==> src/rtl/house_pkg.sv <==
// house_pkg: shared types and constants for the house tile.
//   house_state_t        : INTACT -> DAMAGED -> FLASH -> DESTROYED
//   TRANSPARENT_ENCODING : colour value that means "no pixel"
//   BITMAP_W/H/ADDR_W    : 32x32 bitmap, 10-bit ROM address
//   FRAME_CNT_W          : width of the saturating frame counter
package house_pkg;

    localparam int BITMAP_W      = 32;
    localparam int BITMAP_H      = 32;
    localparam int BITMAP_ADDR_W = 10;
    localparam int FRAME_CNT_W   = 10;

    localparam logic [7:0] TRANSPARENT_ENCODING = 8'hFF;

    typedef enum logic [1:0] {
        INTACT,
        DAMAGED,
        FLASH,
        DESTROYED
    } house_state_t;

endpackage

==> src/rtl/house_bitmap_if.sv <==
// house_bitmap_if: pixel bus between the bracket stage and the house tile.
//   insideBracket   : upstream drawing request (pixel inside tile)
//   offsetX/offsetY : 11-bit offsets from tile top-left
//   drawingRequest  : house pixel is opaque and visible (registered)
//   RGBout          : pixel colour, TRANSPARENT_ENCODING when not drawing
// master = upstream/bench side, slave = house tile.
interface house_bitmap_if;

    logic        insideBracket;
    logic [10:0] offsetX;
    logic [10:0] offsetY;
    logic        drawingRequest;
    logic [7:0]  RGBout;

    modport master (
        output insideBracket, offsetX, offsetY,
        input  drawingRequest, RGBout
    );

    modport slave (
        input  insideBracket, offsetX, offsetY,
        output drawingRequest, RGBout
    );

endinterface

==> src/rtl/house_bitmap_rom.sv <==
// house_bitmap_rom: 2 banks x 1024 x 8-bit house bitmap, combinational read.
//   bank : 0 = intact art, 1 = damaged art
//   addr : {y[4:0], x[4:0]}
//   pix  : colour, TRANSPARENT_ENCODING where the house is see-through
// The art is generated from the coordinates: the rightmost 4 columns are
// transparent in both banks, and the damaged bank adds diagonal cracks.
module house_bitmap_rom
    import house_pkg::*;
(
    input  logic                     bank,
    input  logic [BITMAP_ADDR_W-1:0] addr,
    output logic [7:0]               pix
);

    localparam int XW = $clog2(BITMAP_W);
    localparam int YW = $clog2(BITMAP_H);

    logic [XW-1:0] x;
    logic [YW-1:0] y;

    assign x = addr[XW-1:0];
    assign y = addr[XW+YW-1:XW];

    always_comb begin
        pix = TRANSPARENT_ENCODING;
        if (x < XW'(BITMAP_W - 4)) begin
            if (!bank) begin
                pix = 8'h1C ^ {y, 3'b000};
            end else if (x[1:0] != y[1:0]) begin
                pix = 8'hA0 ^ {3'b000, x};
            end
        end
    end

endmodule

==> src/rtl/house_bitmap_fsm.sv <==
// house_bitmap_fsm: house tile bitmap lookup plus damage state machine.
//   clk, resetN      : pixel clock, asynchronous active-low reset
//   pix_bus (slave)  : insideBracket/offsets in, drawingRequest/RGBout out
//   collision        : single-cycle hit pulse
//   startOfFrame     : single-cycle pulse at the first pixel of a frame
//   hitCount         : saturating count of accepted hits
//   destroyed        : high in DESTROYED
// Optional macro HOUSE_REGEN_EN: DESTROYED returns to INTACT after
// REGEN_FRAMES frames; without it DESTROYED holds until resetN.
module house_bitmap_fsm
    import house_pkg::*;
#(
    parameter int MAX_HITS     = 3,
    parameter int DAMAGE_HITS  = 2,
    parameter int FLASH_FRAMES = 60,
    parameter int BLINK_PERIOD = 8,
    parameter int REGEN_FRAMES = 600
) (
    input  logic                 clk,
    input  logic                 resetN,
    house_bitmap_if.slave        pix_bus,
    input  logic                 collision,
    input  logic                 startOfFrame,
    output logic [2:0]           hitCount,
    output logic                 destroyed
);

    localparam int XW = $clog2(BITMAP_W);
    localparam int YW = $clog2(BITMAP_H);

    localparam logic [2:0] MAX_HC = 3'(MAX_HITS);
    localparam logic [2:0] DMG_HC = 3'(DAMAGE_HITS);
    localparam logic [FRAME_CNT_W-1:0] FLASH_LIM  = FRAME_CNT_W'(FLASH_FRAMES);
    localparam logic [FRAME_CNT_W-1:0] BLINK_MASK = FRAME_CNT_W'(BLINK_PERIOD - 1);
`ifdef HOUSE_REGEN_EN
    localparam logic [FRAME_CNT_W-1:0] REGEN_LIM  = FRAME_CNT_W'(REGEN_FRAMES);
`endif

    if (MAX_HITS < 1 || MAX_HITS > 7) begin : g_bad_max_hits
        $error("MAX_HITS must be 1..7");
    end
    if (DAMAGE_HITS < 1 || DAMAGE_HITS >= MAX_HITS) begin : g_bad_damage_hits
        $error("DAMAGE_HITS must be 1..MAX_HITS-1");
    end
    if (FLASH_FRAMES > 1023 || REGEN_FRAMES > 1023 || BLINK_PERIOD > 1023) begin : g_bad_frames
        $error("frame parameters must fit the 10-bit frame counter");
    end
    if (BLINK_PERIOD < 1 || (BLINK_PERIOD & (BLINK_PERIOD - 1)) != 0) begin : g_bad_blink
        $error("BLINK_PERIOD must be a power of two");
    end

    house_state_t            state;
    logic [FRAME_CNT_W-1:0]  frame_cnt;
    logic [FRAME_CNT_W-1:0]  frame_nxt;
    logic                    blink_phase;
    logic                    hit_latch;

    logic [BITMAP_ADDR_W-1:0] addr;
    logic [7:0]               pix;
    logic                     bank;
    logic                     visible;
    logic                     draw;
    logic                     accept;
    logic                     unused_offset_bits;

    assign addr = {pix_bus.offsetY[YW-1:0], pix_bus.offsetX[XW-1:0]};
    assign unused_offset_bits = &{1'b0, pix_bus.offsetX[10:XW], pix_bus.offsetY[10:YW]};
    assign bank = (hitCount >= DMG_HC);

    house_bitmap_rom u_rom (
        .bank (bank),
        .addr (addr),
        .pix  (pix)
    );

    always_comb begin
        visible = 1'b0;
        case (state)
            INTACT, DAMAGED: visible = 1'b1;
            FLASH:           visible = ~blink_phase;
            default:         visible = 1'b0;
        endcase
    end

    // startOfFrame reopens the latch in the same cycle, so a collision
    // coinciding with it is counted for the new frame.
    assign accept    = collision && (state == INTACT || state == DAMAGED)
                       && (!hit_latch || startOfFrame);
    assign draw      = pix_bus.insideBracket && visible && (pix != TRANSPARENT_ENCODING);
    assign frame_nxt = (frame_cnt == '1) ? frame_cnt : frame_cnt + FRAME_CNT_W'(1);

    // State decisions read the registered hitCount, so a transition lands
    // one cycle after the hit that caused it.
    always_ff @(posedge clk or negedge resetN) begin
        if (!resetN) begin
            state                  <= INTACT;
            hitCount               <= '0;
            hit_latch              <= 1'b0;
            frame_cnt              <= '0;
            blink_phase            <= 1'b0;
            destroyed              <= 1'b0;
            pix_bus.drawingRequest <= 1'b0;
            pix_bus.RGBout         <= TRANSPARENT_ENCODING;
        end else begin
            pix_bus.drawingRequest <= draw;
            pix_bus.RGBout         <= draw ? pix : TRANSPARENT_ENCODING;

            if (accept) begin
                hit_latch <= 1'b1;
                if (hitCount < MAX_HC) hitCount <= hitCount + 3'd1;
            end else if (startOfFrame) begin
                hit_latch <= 1'b0;
            end

            case (state)
                INTACT, DAMAGED: begin
                    if (hitCount >= MAX_HC) begin
                        state       <= FLASH;
                        frame_cnt   <= '0;
                        blink_phase <= 1'b0;
                    end else if (state == INTACT && hitCount >= DMG_HC) begin
                        state <= DAMAGED;
                    end
                end
                FLASH: begin
                    if (startOfFrame) begin
                        if (frame_nxt >= FLASH_LIM) begin
                            state     <= DESTROYED;
                            destroyed <= 1'b1;
                            frame_cnt <= '0;
                        end else begin
                            frame_cnt <= frame_nxt;
                            if ((frame_nxt & BLINK_MASK) == '0) blink_phase <= ~blink_phase;
                        end
                    end
                end
                DESTROYED: begin
`ifdef HOUSE_REGEN_EN
                    if (startOfFrame) begin
                        if (frame_nxt >= REGEN_LIM) begin
                            state     <= INTACT;
                            destroyed <= 1'b0;
                            hitCount  <= '0;
                            hit_latch <= 1'b0;
                            frame_cnt <= '0;
                        end else begin
                            frame_cnt <= frame_nxt;
                        end
                    end
`else
                    state <= DESTROYED;
`endif
                end
                default: state <= INTACT;
            endcase
        end
    end

endmodule

==> src/flat_wrapper.sv <==
// flat-port wrapper written by rule: the top's interface ports become plain ports
module house_bitmap_fsm_flat import house_pkg::*;
#(
    parameter int MAX_HITS     = 3,
    parameter int DAMAGE_HITS  = 2,
    parameter int FLASH_FRAMES = 60,
    parameter int BLINK_PERIOD = 8,
    parameter int REGEN_FRAMES = 600
)
  (clk, resetN, collision, startOfFrame, hitCount, destroyed, pix_bus_insideBracket, pix_bus_offsetX, pix_bus_offsetY, pix_bus_drawingRequest, pix_bus_RGBout);
  house_bitmap_if pix_bus_i ();
  input  logic clk;
  input  logic resetN;
  input  logic collision;
  input  logic startOfFrame;
  output logic [2:0] hitCount;
  output logic destroyed;
  input wire logic [$bits(pix_bus_i.insideBracket)-1:0] pix_bus_insideBracket;
  input wire logic [$bits(pix_bus_i.offsetX)-1:0] pix_bus_offsetX;
  input wire logic [$bits(pix_bus_i.offsetY)-1:0] pix_bus_offsetY;
  output wire logic [$bits(pix_bus_i.drawingRequest)-1:0] pix_bus_drawingRequest;
  output wire logic [$bits(pix_bus_i.RGBout)-1:0] pix_bus_RGBout;
  assign pix_bus_i.insideBracket = pix_bus_insideBracket;
  assign pix_bus_i.offsetX = pix_bus_offsetX;
  assign pix_bus_i.offsetY = pix_bus_offsetY;
  assign pix_bus_drawingRequest = pix_bus_i.drawingRequest;
  assign pix_bus_RGBout = pix_bus_i.RGBout;
  house_bitmap_fsm #(.MAX_HITS(MAX_HITS), .DAMAGE_HITS(DAMAGE_HITS), .FLASH_FRAMES(FLASH_FRAMES), .BLINK_PERIOD(BLINK_PERIOD), .REGEN_FRAMES(REGEN_FRAMES)) u_core (.clk(clk), .resetN(resetN), .pix_bus(pix_bus_i), .collision(collision), .startOfFrame(startOfFrame), .hitCount(hitCount), .destroyed(destroyed));
endmodule
==> config.mk <==
export PLATFORM = sky130hd
export DESIGN_NAME = house_bitmap_fsm_flat
export DESIGN_NICKNAME = d
export VERILOG_FILES = /design/src/rtl/house_pkg.sv /design/src/rtl/house_bitmap_if.sv /design/src/rtl/house_bitmap_rom.sv /design/src/rtl/house_bitmap_fsm.sv /design/src/flat_wrapper.sv
export SDC_FILE = /design/constraint.sdc
export NUM_CORES = 1
export LEC_CHECK = 0
export ABC_CLOCK_PERIOD_IN_PS = 3300
export CELL_PAD_IN_SITES_DETAIL_PLACEMENT = 1
export CELL_PAD_IN_SITES_GLOBAL_PLACEMENT = 2
export CORE_ASPECT_RATIO = 1.4
export CORE_MARGIN = 2
export CORE_UTILIZATION = 30
export CTS_CLUSTER_DIAMETER = 150
export DETAILED_ROUTE_END_ITERATION = 6
export GPL_TIMING_DRIVEN = 0
export PLACE_DENSITY = 0.79
export SLEW_MARGIN = 10
export SYNTH_ARGS = -nofsm -noshare
export SYNTH_HDL_FRONTEND = slang
export SYNTH_SLANG_ARGS = --single-unit
==> constraint.sdc <==
create_clock -name clk -period 3.3 [get_ports clk]
set_input_delay 0.66 -clock clk [delete_from_list [all_inputs] [get_ports clk]]
set_output_delay 0.66 -clock clk [all_outputs]
set_load 0.01 [all_outputs]
**Word level (Yosys, flattened, before mapping)**

Index checks and enable logic that the tools add are counted.
Widths: inputs -> output; s select.

- $add $sub $neg: 2
- Multipliers: 0
- Divide/modulo/power cells: 0
- Order comparisons: 5
- Equality and inequality tests: 12
- Shifts and indexed selects: 0
- Muxes and demuxes: 22
- Bitwise operators: 2
- Reductions and logical operators: 18

Operator list:

| operator | count |
|---|---|
| $mux 10 | 4 |
| $mux 8 | 3 |
| $pmux 10 s2 | 1 |
| $add 10x1->10 const B | 1 |
| $eq 10x10->1 const B | 1 |
| $ge 10x6->1 const B | 1 |
| $logic_not 10->1 | 1 |
| $reduce_and 3->1 | 3 |
| $mux 2 | 4 |
| $ne 8x8->1 const B | 1 |
| $mux 7 | 1 |
| $ge 3x2->1 const B | 2 |
| $mux 1 | 6 |
| $ne 2x1->1 const B | 3 |
| $pmux 2 s3 | 1 |
| $logic_and 1x1->1 | 5 |
| $lt 5x5->1 const B | 1 |
| $reduce_and 5->1 | 1 |
| $eq 2x2->1 const B | 2 |
| $ne 2x2->1 const B | 2 |
| $pmux 1 s2 | 2 |
| $reduce_bool 2->1 | 2 |
| $add 3x1->3 const B | 1 |
| $lt 3x2->1 const B | 1 |
| 10 further kinds | 11 |

- Register bits after elaboration: 27
- Bits in latches: 0
- RAM bits: 0
- Bits in read-only memories: 0
- Input bits: 27
- Output and inout bits: 13
- Logic and storage cells: 69
- Memories: 0

**Longest topological paths before layout**

- Depth after elaboration: 7
- Gate-level depth with buffers: 7
- Mapped depth without buffers: 7

**By module**

A second synthesis with hierarchy kept.

- Cell total of the unflattened synthesis: 133
- Area total of the unflattened synthesis: 1398.8 sq um

Modules (own cells, without submodules):

| module | times used | cells each | area each (sq um) |
|---|---|---|---|
| house_bitmap_fsm | 1 | 117 | 1281.2 |
| house_bitmap_rom | 1 | 16 | 117.6 |

**Worst setup path after synthesis**

Ideal clock, no wire load.

- Path kind: register to register
- Start point: reg u_core.frame_cnt[0]
- End point: reg u_core.blink_phase
- Library setup time: 0.124 ns
- Data arrival time: 1.862 ns
- Required time: 3.176 ns
- Slack: 1.314 ns
- Cell stages (with the launch flop): 8
- Buffers on the path: 0
- Clock period less this slack: 1.986 ns
- Path through: dfrtp_1 ha_1 and3_4 a21boi_0 o31ai_2 nand4_4 and3_4 a211o_1

- Cells in the longest elaborated chain, start to end: 5
- Elaborated cells between the ends (all ways): 8

RTL lines:

| item | RTL line | source |
|---|---|---|
| from (decl) | house_bitmap_fsm.sv:53 | `logic [FRAME_CNT_W-1:0] frame_cnt;` |
| from (signal assigned) | house_bitmap_fsm.sv:132 | `frame_cnt <= frame_nxt;` |
| $add 10x1->10 / $eq 10x10->1 (equally long branches) | house_bitmap_fsm.sv:90 | `assign frame_nxt = (frame_cnt == '1) ? frame_cnt : frame_cnt + FRAME_CNT_W'(1);` |
| $mux 10 (*) | house_bitmap_fsm.sv:90 |  |
| $ge 10x6->1 / $logic_not 10->1 (equally long branches) | house_bitmap_fsm.sv:127, house_bitmap_fsm.sv:133 |  |
| $ne 2x2->1 (no source line) / $ne 2x1->1 (equally long branches) | n/a |  |
| $reduce_and 5->1 (no source line) (*) | n/a |  |
| to (signal assigned) | house_bitmap_fsm.sv:133 | `if ((frame_nxt & BLINK_MASK) == '0) blink_phase <= ~blink_phase;` |
| to (decl) | house_bitmap_fsm.sv:55 | `logic blink_phase;` |

Every way passes the cells marked *; elsewhere a longest branch is shown, timed or not.
A chain may end at the register's enable or synchronous reset.

**Final worst setup path**

Ends and elaborated chain as after synthesis.

==> results_dict.tcl <==
set metrics [dict create \
    ys_async_sr_fraction_pct 100 \
    critPathArrivalTime_ns 2.41 \
    min_period_ns 2.25 \
    std_cell_rows 29 \
    drt_iter0_drc 22 \
    cp-start-kind "flip-flop" \
    clockRootBuffer "clkbuf_8" \
    critPathLaunch "u_core.frame_cnt[0]" \
    overflow 0 \
    drive_above_1_share_pct 14.6 \
    synth_edf_count 0 \
    swShare_pct 30.7 \
    io_pins 40 \
    syn_area_um2 1400 \
    routed_via_density 5.05 \
    p_leak_uw 0.000769 \
    rsz0062_at_grt "no" \
    cts_sinks 27 \
    cts.repair.resized 0 \
    num_vias 1177 \
    drv_slew 0 \
    power.density_nw_per_um2 477 \
    chipHeight_um 84.8 \
    routed_wl_mm 3.40 \
    drc_errors 0 \
    syn_to_final_growth_pct 27.8 \
    finish.utilization_pct 39.7 \
    ctsLongestPathBuffers 2 \
    die_w_um 61.7 \
    finalPower_uw 852 \
    syn_nets 170 \
    relSlewSlack_pct 60.4 \
    path_max_fanout 10 \
    io_buffers 27 \
    ff_latch_area_um2 686 \
    cts_tree "built" \
    ant_nets 0 \
    postCtsHoldBufs 0 \
    period_share_pct 68.2 \
    synth_top_cell_by_area "dfrtp_1" \
    yosysUniqueCellTypes 41 \
    hold_viol_final 0 \
    grt_pass1_vias 1311 \
    crit_type "flip-flop to flip-flop" \
    ys_ff_latch 27 \
    cts_buffers 3 \
    postSynthCellCount 140 \
    ys.flop_type "dfrtp_1" \
    track_usage_pct 14.9 \
    antenna_cells 0 \
    worst_pin_slew_ns 0.594 \
    cts.clk_slew.worst_paths_ns 0.09 \
    min_path_type "input pin to asynchronous set/reset pin" \
    grt_pass1_wl_mm 6.05 \
    dp_hpwl_mm 2.68 \
    start_util_pct 31.1 \
    fmax_mhz 444 \
    yosysWarnings 0 \
    p_int_uw 590 \
    cts_max_level 1 \
    outcome "finished clean" \
    fin_tns_setup_ns 0 \
    cts_setup_buffers 0 \
    cp-end-kind "flip-flop" \
    ir_worst_vdd_uv 237 \
    die-area_um2 5230 \
    r2r-start "u_core.frame_cnt[0]" \
    switching_power_uw 262 \
    worstPathRequired_ns 3.46 \
    place.gp.congestion 0.786 \
    pwr-share-comb_pct 26.2 \
    multi_input_area_um2 689 \
    clkPwrFrac_pct 21.4 \
    maxCapViolations 0 \
    dr.pass1.iters 4 \
    clock_skew_ns 0.0118 \
    yosysSeqAreaShare_pct 49.1 \
    clk_latency_ns 0.27 \
    report.final.setup_viol 0 \
    wl_per_cell_um 14.6 \
    yosys-top-cells-area "dfrtp_1 (34%), dfstp_2 (15%), nand2_1 (6.7%)" \
    antenna_found_initial 0 \
    grt_max_degree 28 \
    seqPwrFrac_pct 52.4 \
    finalNetCount 202 \
    syn_avg_cell_area_um2 9.98 \
    nFillCells 537 \
    core-area_um2 4500 \
    synth_top_area_share_pct 34.0 \
]
[cell usage in the layout (no fill, tap or decap), drive strengths merged, types with 5 or more instances in the layout]
master         synthesis  routed
o31ai                  5       5
a21oi                  7       7
and2                   6       6
nor2                   5       5
clkdlybuf4s50          0      26
dfstp                  8       8
o21ai                 13      13
clkbuf                 1       5
inv                    5       5
dfrtp                 19      19
nand3                  5       5
nand2                 25      25
[critical path, stage by stage, from the launching register on]
cell	delay, ns
dfrtp_1	0.46
ha_1	0.31
and3_4	0.27
a21boi_0	0.11
o31ai_2	0.27
nand4_4	0.23
and3_4	0.24
a211o_1	0.25
[synth_stat cells (3+ instances only)]
| cell type | count |
|---|---|
| a22o_1 | 4 |
| and2_1 | 5 |
| or2_2 | 4 |
| nand2b_1 | 4 |
| dfrtp_1 | 19 |
| o21ai_0 | 12 |
| ha_1 | 3 |
| dfstp_2 | 8 |
| o31ai_1 | 4 |
| nor2_1 | 4 |
| nand2_1 | 25 |
| inv_1 | 5 |
| a21oi_1 | 7 |
| nand3_1 | 5 |
[cells by family after synthesis]
| group | Yosys count | synth area share, % |
|---|---|---|
| and+or+nand+nor | 62 | 25.4 |
| adders and majority gates | 3 | 2.69 |
| DFF | 27 | 49.1 |
| AOI/OAI and AO/OA | 38 | 18.4 |
| buffers and inverters | 6 | 1.61 |
| xor gates and xnor gates | 3 | 1.88 |
| muxes | 1 | 0.985 |
[final cells by class]
class / count / area share (%)
clock buffer: 4 / 2.52
multi-input combinational: 107 / 38.6
tap: 62 / 4.34
sequential: 27 / 38.4
buffer: 1 / 0.210
timing repair buffer: 27 / 14.9
inverter: 5 / 1.05
[power groups by stage]
stage	Combinational [uW]	Sequential (uW)	Clock, uW
final	223	447	182
after global routing	248	460	206
after CTS	226	447	190
after detailed placement	225	453	0
after global placement	216	450	0
after floorplan	131	445	0
[flip-flops by register name, indices dropped and copies added, names as in the netlist]
signal                         cells
u_core.blink_phase                 1
u_core.destroyed                   1
u_core.frame_cnt                  10
u_core.hitCount                    3
u_core.hit_latch                   1
u_core.pix_bus.RGBout              8
u_core.pix_bus.drawingRequest      1
u_core.state                       2
[path summary, 6_finish.rpt]
| path | cells after the start | to | slack, ns |
|---|---|---|---|
| worst max-delay path | 7 | u_core.blink_phase | 1.05 |
| worst min-delay path | 1 | u_core.frame_cnt[5] | 0.38 |
| worst max register to register | 7 | u_core.blink_phase | 1.05 |
| worst min register to register | 1 | u_core.destroyed | 0.48 |
| max in group asynchronous | 1 | u_core.pix_bus.drawingRequest | 2.51 |
| min in group clk | 1 | u_core.destroyed | 0.48 |
[routing by layer]
metal / GRT usage (%) / wire [um] / part of all wire [%] / vias to the layer above
met5: 0 / 0 / 0 / -
met4: 2.90 / 17 / 0.50 / 0
met3: 1.08 / 77 / 2.3 / 2
met2: 28.9 / 2010 / 59 / 16
met1: 16.6 / 1290 / 38 / 592
li1: - / - / - / 567
[stage by stage]
stage / hold WS (ns) / std cells / setup WS (ns) / instance area (um^2)
3_3_place_gp: 0.450 / 229 / 1.06 / 1750
3_5_place_dp: 0.464 / 229 / 1.01 / 1750
5_1_grt: 0.410 / 233 / 0.867 / 1790
6_report: 0.382 / 233 / 1.05 / 1790
4_1_cts: 0.486 / 233 / 1.04 / 1790
2_1_floorplan: 0.364 / 140 / 1.31 / 1400
Note: power is estimated with default switching activity, not from simulation.
